**src/rtl/bist_mnc_pkg.sv**
```systemverilog
// Shared types and constants for the bist_mnc self-test stage.
package bist_mnc_pkg;

  localparam int unsigned IDX_W = 4;
  localparam int unsigned ERR_W = 5;
  localparam logic [31:0] MNC_GOLDEN = 32'hEEEE_77EC;

  typedef enum logic [1:0] {
    ST_IDLE,
    ST_APPLY,
    ST_CHECK,
    ST_DONE
  } state_e;

endpackage

```
**src/rtl/bist_mnc_golden_rom.sv**
```systemverilog
// Golden {F1,F2} lookup: code i reads table bits [2i+1:2i].
module bist_mnc_golden_rom
  import bist_mnc_pkg::*;
#(
  parameter logic [31:0] TABLE = MNC_GOLDEN
) (
  input  logic [IDX_W-1:0] i_idx,
  output logic [1:0]       o_exp
);

  always_comb begin
    o_exp = TABLE[{i_idx, 1'b0} +: 2];
  end

endmodule

```
**src/rtl/bist_mnc.sv**
```systemverilog
// Exhaustive stimulus/response BIST around circuito_compuertas.
// Define BIST_MNC_STOP_ON_ERR_EN to end the run at the first mismatch.
module bist_mnc
  import bist_mnc_pkg::*;
#(
  parameter int unsigned N_VEC     = 16,
  parameter int unsigned SETTLE    = 2,
  parameter logic [31:0] EXP_TABLE = MNC_GOLDEN
) (
  input  logic             clk,
  input  logic             rst_n,
  input  logic             start,
  output logic [IDX_W-1:0] abcd,
  input  logic             f1,
  input  logic             f2,
  output logic             busy,
  output logic             done,
  output logic             pass,
  output logic [ERR_W-1:0] err_cnt,
  output logic             first_err_valid,
  output logic [IDX_W-1:0] first_err_idx
);

  localparam int unsigned SET_W = (SETTLE < 2) ? 1 : $clog2(SETTLE);

  state_e           r_state, w_state;
  logic [IDX_W-1:0] r_idx, w_idx;
  logic [SET_W-1:0] r_settle, w_settle;
  logic [ERR_W-1:0] r_err, w_err;
  logic             r_fev, w_fev;
  logic [IDX_W-1:0] r_fei, w_fei;
  logic             r_busy, w_busy;
  logic             r_done, w_done;
  logic             r_pass, w_pass;
  logic [1:0]       w_exp;
  logic             w_mis;
  logic             w_stop;

  bist_mnc_golden_rom #(.TABLE(EXP_TABLE)) u_rom (
    .i_idx (r_idx),
    .o_exp (w_exp)
  );

  always_ff @(posedge clk) begin
    if (!rst_n) begin
      r_state  <= ST_IDLE;
      r_idx    <= '0;
      r_settle <= '0;
      r_err    <= '0;
      r_fev    <= 1'b0;
      r_fei    <= '0;
      r_busy   <= 1'b0;
      r_done   <= 1'b0;
      r_pass   <= 1'b0;
    end else begin
      r_state  <= w_state;
      r_idx    <= w_idx;
      r_settle <= w_settle;
      r_err    <= w_err;
      r_fev    <= w_fev;
      r_fei    <= w_fei;
      r_busy   <= w_busy;
      r_done   <= w_done;
      r_pass   <= w_pass;
    end
  end

  always_comb begin
    w_state  = r_state;
    w_idx    = r_idx;
    w_settle = r_settle;
    w_err    = r_err;
    w_fev    = r_fev;
    w_fei    = r_fei;
    w_busy   = r_busy;
    w_done   = r_done;
    w_pass   = r_pass;
    w_mis    = ({f1, f2} != w_exp);
    w_stop   = 1'b0;
    unique case (r_state)
      ST_IDLE, ST_DONE: begin
        if (start) begin
          w_state  = ST_APPLY;
          w_idx    = '0;
          w_settle = '0;
          w_err    = '0;
          w_fev    = 1'b0;
          w_fei    = '0;
          w_busy   = 1'b1;
          w_done   = 1'b0;
          w_pass   = 1'b0;
        end
      end
      ST_APPLY: begin
        w_settle = r_settle + SET_W'(1);
        if (r_settle == SET_W'(SETTLE - 1)) w_state = ST_CHECK;
      end
      ST_CHECK: begin
        if (w_mis) begin
          w_err = r_err + ERR_W'(1);
          if (!r_fev) begin
            w_fev = 1'b1;
            w_fei = r_idx;
          end
`ifdef BIST_MNC_STOP_ON_ERR_EN
          w_stop = 1'b1;
`else
          w_stop = 1'b0;
`endif
        end
        if (w_stop || (r_idx == IDX_W'(N_VEC - 1))) begin
          w_state = ST_DONE;
          w_busy  = 1'b0;
          w_done  = 1'b1;
          w_pass  = (w_err == '0);
        end else begin
          w_state  = ST_APPLY;
          w_idx    = r_idx + IDX_W'(1);
          w_settle = '0;
        end
      end
      default: w_state = ST_IDLE;
    endcase
  end

  // abcd is the registered vector index; it therefore holds the last code in DONE.
  assign abcd            = r_idx;
  assign busy            = r_busy;
  assign done            = r_done;
  assign pass            = r_pass;
  assign err_cnt         = r_err;
  assign first_err_valid = r_fev;
  assign first_err_idx   = r_fei;

endmodule

```
**config.mk**
```make
export PLATFORM = sky130hd
export DESIGN_NAME = bist_mnc
export DESIGN_NICKNAME = d
export VERILOG_FILES = /design/src/rtl/bist_mnc_pkg.sv /design/src/rtl/bist_mnc_golden_rom.sv /design/src/rtl/bist_mnc.sv
export SDC_FILE = /design/constraint.sdc
export NUM_CORES = 1
export LEC_CHECK = 0
export CAP_MARGIN = 20
export CORE_ASPECT_RATIO = 1.5
export CORE_MARGIN = 10
export CORE_UTILIZATION = 50
export DETAILED_ROUTE_END_ITERATION = 10
export GPL_ROUTABILITY_DRIVEN = 0
export PLACE_DENSITY = 0.83
export SLEW_MARGIN = 20
export SYNTH_ARGS = -nofsm -noshare
export SYNTH_HDL_FRONTEND = slang
export SYNTH_HIERARCHICAL = 1
export SYNTH_SLANG_ARGS = --single-unit
```
**constraint.sdc**
```tcl
create_clock -name clk -period 2.1 [get_ports clk]
set_clock_uncertainty 0.05 [all_clocks]
set_input_delay 0.63 -clock clk [delete_from_list [all_inputs] [get_ports clk]]
set_output_delay 0.63 -clock clk [all_outputs]
set_load 0.05 [all_outputs]
```
==> results.txt, run 1 <==
Die area: 0.00460 mm²
CP Launch Type: primary input
Largest net degree at the start of global routing: 12
CP Data Required Time: 2260 ps
Fraction of layout cells with a size suffix above 1: 26.1%
FP Rows: 21
Area leader, netlist: dfxtp_1
Number of global-route vias before repair: 1039
Ant. Diodes: 0
CTS Buf Count: 3
Root buf cell: clkbuf_4
Crit path capture type: register
YS warnings: 6
VDD IR max: 0.362 mV
Status: completed
RR Endpoint: pass
CP Max Fanout: 4
Residual DRC: 0
FF-to-FF Start: abcd[2]
Slew Limit Headroom: 78.6%
H-tree depth: 1
CTS tree: yes
Antenna violations before repair: 0
Ports: 22
Post-Syn Area: 0.00113 mm²
CP Buf/Inv Count: 1
Final worst path period need: 1950 ps
DP Wirelength: 2.19 mm
Vias post-DR: 1093
Net Count, Synth: 143
Reg2reg setup slack: 200 ps
Sequential area share after synthesis: 35.5%
MaxCap Viol Count: 0
Final net count: 177
Syn_area_per_cell: 8.49 µm²
Final setup viols: 0
Drt via density: 5.81
WP data arrival: 2110 ps
PD cells: 534 mW/mm²
Initial drt markers: 28
Final hold violation count: 0
Depth of the worst register-to-register path: 7
Worst Hold Class: register to register
Worst path depth: 6
Fin. max-slew vios: 0
Core area: 0.00221 mm²
Largest stage delay on the critical path: 470 ps
Drt first pass iters: 4
Count of input and output buffers: 21
Setup Buffers After CTS: 0
Worst path slowest cell: clkdlybuf4s50_1
Layout area overhead: 25.9%
Crit path to: first_err_idx[1]
Worst path cell trace: clkdlybuf4s50_1 -> xor2_1 -> o21ai_1 -> a21oi_2 -> mux2i_1 -> nor2b_1
Routed WL: 2.76 mm
Final Cycle Share: 93.0%
CTS Buffer Depth: 2
Sink Count: 20
Grt ovf: 0
Ys async rst share: 0%
Worst-path clk slew: 100 ps
Yosys top cell area share: 35.5%
Slew @ Worst Pin: 320 ps
EDFF count, synth: 0
Leakage dissipation: 0.614 nW
Main synth FF type: dfxtp_1
Critical Path Source: f2
Initial core utilization: 51.1%
Crit path max-delay family: buffers and inverters
Total track usage: 12.0%
Routed len/inst: 14.7 µm
Minimum hold slack: 451 ps
Overall Power: 0.759 mW
Final ANT Viol Nets: 0
Clock insertion delay at the later pin of the skew report: 310 ps
Post-Synthesis Cells: 133
Die W: 58.8 µm
Max Freq: 0.512 GHz
Die H: 78.2 µm
First-pass GRT wire length: 4.60 mm
Setup Crit Path Kind: primary input to register
Top cells by area, synth: dfxtp_1 35%, ha_1 5.5%, nor2b_1 5.0%
Cell variety after synth: 41
#FFs+latches synth: 20
[layout make-up]
| class | count | area, µm² |
|---|---|---|
| Clock buffer | 3 | 22.5 |
| Tap cell | 23 | 28.8 |
| Inverter | 4 | 15.0 |
| Multi-Input combinational cell | 106 | 702 |
| Timing Repair Buffer | 32 | 250 |
| Fill cell | 194 | 786 |
| Sequential cell | 20 | 403 |
[logic make-up (layout without fill, tap and decap cells)]
| group | Yosys count | in the layout | share of synthesized area, % |
|---|---|---|---|
| AND/OR/NAND/NOR | 55 | 55 | 27.2 |
| flip-flops | 20 | 20 | 35.5 |
| buffers and inverters | 7 | 39 | 2.99 |
| multiplexers | 4 | 4 | 3.55 |
| XOR/XNOR | 4 | 4 | 3.10 |
| AO/OA/AOI/OAI | 38 | 38 | 22.2 |
| adder cells (fa/ha/maj) | 5 | 5 | 5.54 |
[per-stage QoR]
stage	utilization [%]	setup slack, ps	instances	setup TNS (ps)	cell area, µm²
2_1_floorplan	-	37.5	133	0	1130
3_3_place_gp	63.0	-130	185	-836	1390
3_5_place_dp	63.0	-189	185	-1310	1390
4_1_cts	64.1	142	188	0	1410
5_1_grt	64.4	-13.4	188	-13.4	1420
6_report	64.4	148	188	0	1420
[per-layer routing]
layer | part of all wire (%) | up-vias | global-route usage (%)
li1 | - | 545 | -
met1 | 41 | 520 | 13.1
met2 | 51 | 23 | 21.1
met3 | 5.6 | 5 | 3.38
met4 | 1.6 | 0 | 4.15
met5 | 0 | - | 0
[cells in the mapped netlist (2+ instances only)]
cell type,instances
dfxtp_1,20
a21oi_1,10
nor2b_1,9
nand2_1,8
nor2_1,8
o21ai_0,8
and2_1,7
ha_1,5
nand3_1,5
nor3_1,5
mux2i_1,4
xor2_1,4
a21boi_0,3
inv_1,3
clkbuf_1,2
nand2_4,2
nand4_1,2
nor3b_1,2
o211a_1,2
o211ai_1,2
o22ai_1,2
[flip-flops by register name (all words and copies together), names as in the netlist]
name and flops:
err_cnt 5, abcd 4, first_err_idx 4, r_state 2, busy 1, done 1, first_err_valid 1, pass 1
r_settle 1
[worst register-to-register path, delay by kind of cell (launching register included)]
| kind | cells | cell delay (ps) |
|---|---|---|
| AND/OR/NAND/NOR | 2 | 620 |
| flip-flops | 1 | 400 |
| XOR/XNOR | 1 | 190 |
| AO/OA/AOI/OAI | 4 | 590 |
[where the power goes]
group          switching, mW  internal [mW]  total [mW]
clock                  0.124         0.0672       0.191
sequential           0.00834          0.388       0.397
combinational         0.0954         0.0758       0.171
[cell usage in the layout, fill, tap and decap left out, types with 2 or more instances in the layout]
cell type,instances
dfxtp_1,18
inv_1,3
nor3b_1,2
clkdlybuf4s50_1,4
and2_1,7
o211ai_1,2
nand4_1,2
a21oi_1,10
a21boi_0,3
nand2_1,8
ha_1,5
o21ai_1,2
o22ai_1,2
nor3_1,5
nand2_4,2
xor2_1,3
nand3_1,5
o211a_1,2
o21ai_0,7
mux2i_1,4
nor2_1,8
buf_4,28
dfxtp_2,2
clkbuf_4,3
nor2b_1,9
[timing repair]
item	4_1_cts	5_1_grt
hold buffers	0	0
endpoints found under the setup margin	0	8
gates resized for setup	0	2
hold endpoints to repair	0	0
[worst min-delay path by stage]
stage          startpoint  endpoint  slack, ps  depth (start not counted)
2_1_floorplan    r_settle  r_settle        410                          2
3_3_place_gp         done      done        410                          2
3_5_place_dp         done      done        430                          2
4_1_cts          r_settle  r_settle        450                          2
5_1_grt          r_settle  r_settle        490                          2
6_report         r_settle  r_settle        450                          2
Power figures use the tool's default switching activity.
==> inputs of run 2 (changes only) <==
- CELL_PAD_IN_SITES_DETAIL_PLACEMENT: not set -> 1
- CELL_PAD_IN_SITES_GLOBAL_PLACEMENT: not set -> 1
- CORE_UTILIZATION: 50 -> 40
- CTS_CLUSTER_SIZE: not set -> 24
- PLACE_DENSITY: 0.83 -> 0.87
- clock period: 2.1 -> 2.45 ns (I/O delays scaled with it)
==> results.txt, run 2 (synthesized netlist as in run 1, its figures left out) <==
Dpl ws: 24.4 ps
Depth of the worst register-to-register path: 7
Largest register FFs: 5
First-pass GRT wire length: 5.76 mm
Root buf cell: clkbuf_8
Slew Limit Headroom: 64.3%
Die H: 85.1 µm
PD cells: 559 mW/mm²
Cts-stage hold buffer count: 0
Status: completed
CTS Buf Count: 3
CP Launch Type: register
Sink Count: 20
Initial core utilization: 41.7%
Grt ovf: 0
Count of input and output buffers: 21
Power Internal: 0.606 mW
Ports: 22
Placed Area: 0.00139 mm²
MaxCap Viol Count: 0
Total track usage: 13.2%
WP data arrival: 1580 ps
Setup Buffers After CTS: 0
Worst-path clk slew: 90 ps
Clk pwr share: 41.4%
Layout area overhead: 30.0%
RSZ-0062 raised after global routing: no
Largest stage delay on the critical path: 850 ps
Final Cycle Share: 96.4%
Resize count post-CTS: 0
Fin. max-slew vios: 0
Post-Route Setup TNS: 0 ps
Worst path slowest cell: clkdlybuf4s50_1
Final ANT Viol Nets: 0
H-tree depth: 1
Vias post-DR: 1080
Final hold violation count: 0
CP Buf/Inv Count: 1
Post-route cell area: 0.00147 mm²
Sequential power share: 41.4%
Routed len/inst: 17.8 µm
Worst Hold Depth: 2
Sw power: 0.214 mW
Max Freq: 0.423 GHz
Worst path depth: 1
FP Rows: 23
Drt first pass iters: 4
Ant. Diodes: 0
Antenna violations before repair: 0
Final setup viols: 0
Post-route setup slack: 88.5 ps
Clock insertion delay at the later pin of the skew report: 260 ps
Leakage dissipation: 0.599 nW
Final net count: 171
Fraction of layout cells with a size suffix above 1: 13.8%
Core area: 0.00271 mm²
CP Data Required Time: 1660 ps
CTS Buffer Depth: 2
Largest net degree at the start of global routing: 16
Commonest non-fill, non-tap cells in the layout: 20 x dfxtp_1, 16 x clkdlybuf4s50_1, 10 x a21oi_1, 9 x nor2b_1, 9 x buf_4
Worst path cell trace: clkdlybuf4s50_1
Fill count: 346
Overall Power: 0.820 mW
DP Wirelength: 2.57 mm
Commonest non-fill, non-tap cell in the layout: dfxtp_1
Crit path capture type: primary output
Initial drt markers: 17
Residual DRC: 0
Number of global-route vias before repair: 1181
Routed WL: 3.51 mm
Worst Hold Class: register to register
Final Core Density: 54.3%
Sw Share: 26.1%
VDD IR max: 0.375 mV
CTS tree: yes
CP Max Fanout: 6
Slew @ Worst Pin: 534 ps
Setup Crit Path Kind: register to primary output
Die W: 63.4 µm
Crit path max-delay family: buffers and inverters
Drt via density: 5.48
Combinational share of power: 17.2%
Final worst path period need: 2360 ps
Die area: 0.00539 mm²
[run 2: cell count changes in the layout (fill, tap and decap cells not counted)]
| cell | before | now |
|---|---|---|
| clkdlybuf4s50_1 | 4 | 16 |
| xor2_2 | 1 | 0 |
| dfxtp_2 | 2 | 0 |
| buf_4 | 28 | 9 |
| dfxtp_1 | 18 | 20 |
| bufinv_16 | 0 | 1 |
| o21ai_0 | 7 | 8 |
| clkbuf_8 | 0 | 3 |
| xor2_1 | 3 | 4 |
| clkbuf_4 | 3 | 0 |
| o21ai_1 | 2 | 1 |
| dlymetal6s2s_1 | 0 | 1 |
[run 2: final timing paths]
kind | from | slack [ps] | endpoint
hold / removal | done | 440 | done
setup reg to reg | r_state[0] | 410 | abcd[3]
setup / recovery | abcd[1] | 90 | abcd[1]
hold reg to reg | done | 440 | done
[run 2: layout make-up]
type	count	area (µm²)	share of cell area (%)
clock buffers	3	41.3	2.81
multi-input cells	106	694	47.3
well taps	37	46.3	3.15
inverters	4	15.0	1.02
flip-flops and latches	20	400	27.3
clock inverters	1	30.0	2.05
repair buffers	26	240	16.4
[run 2: power groups by stage]
stage / combinational, mW / clock [mW] / sequential [mW]
after global placement: 0.134 / 0 / 0.347
after floorplan: 0.0896 / 0 / 0.353
after detailed placement: 0.139 / 0 / 0.347
final: 0.141 / 0.340 / 0.340
after global routing: 0.153 / 0.367 / 0.341
after CTS: 0.142 / 0.342 / 0.340
[run 2: layer usage]
layer / share of wire [%] / GRT usage [%]
met3: 3.8 / 3.29
met4: 3.3 / 7.98
met2: 55 / 25.2
met5: 0 / 0
met1: 38 / 11.9
[run 2: metrics by stage]
stage / hold WS [ps] / cells
global route: 467 / 197
CTS: 447 / 197
detailed placement: 427 / 193
finish: 439 / 197
floorplan: 407 / 133
global placement: 411 / 193
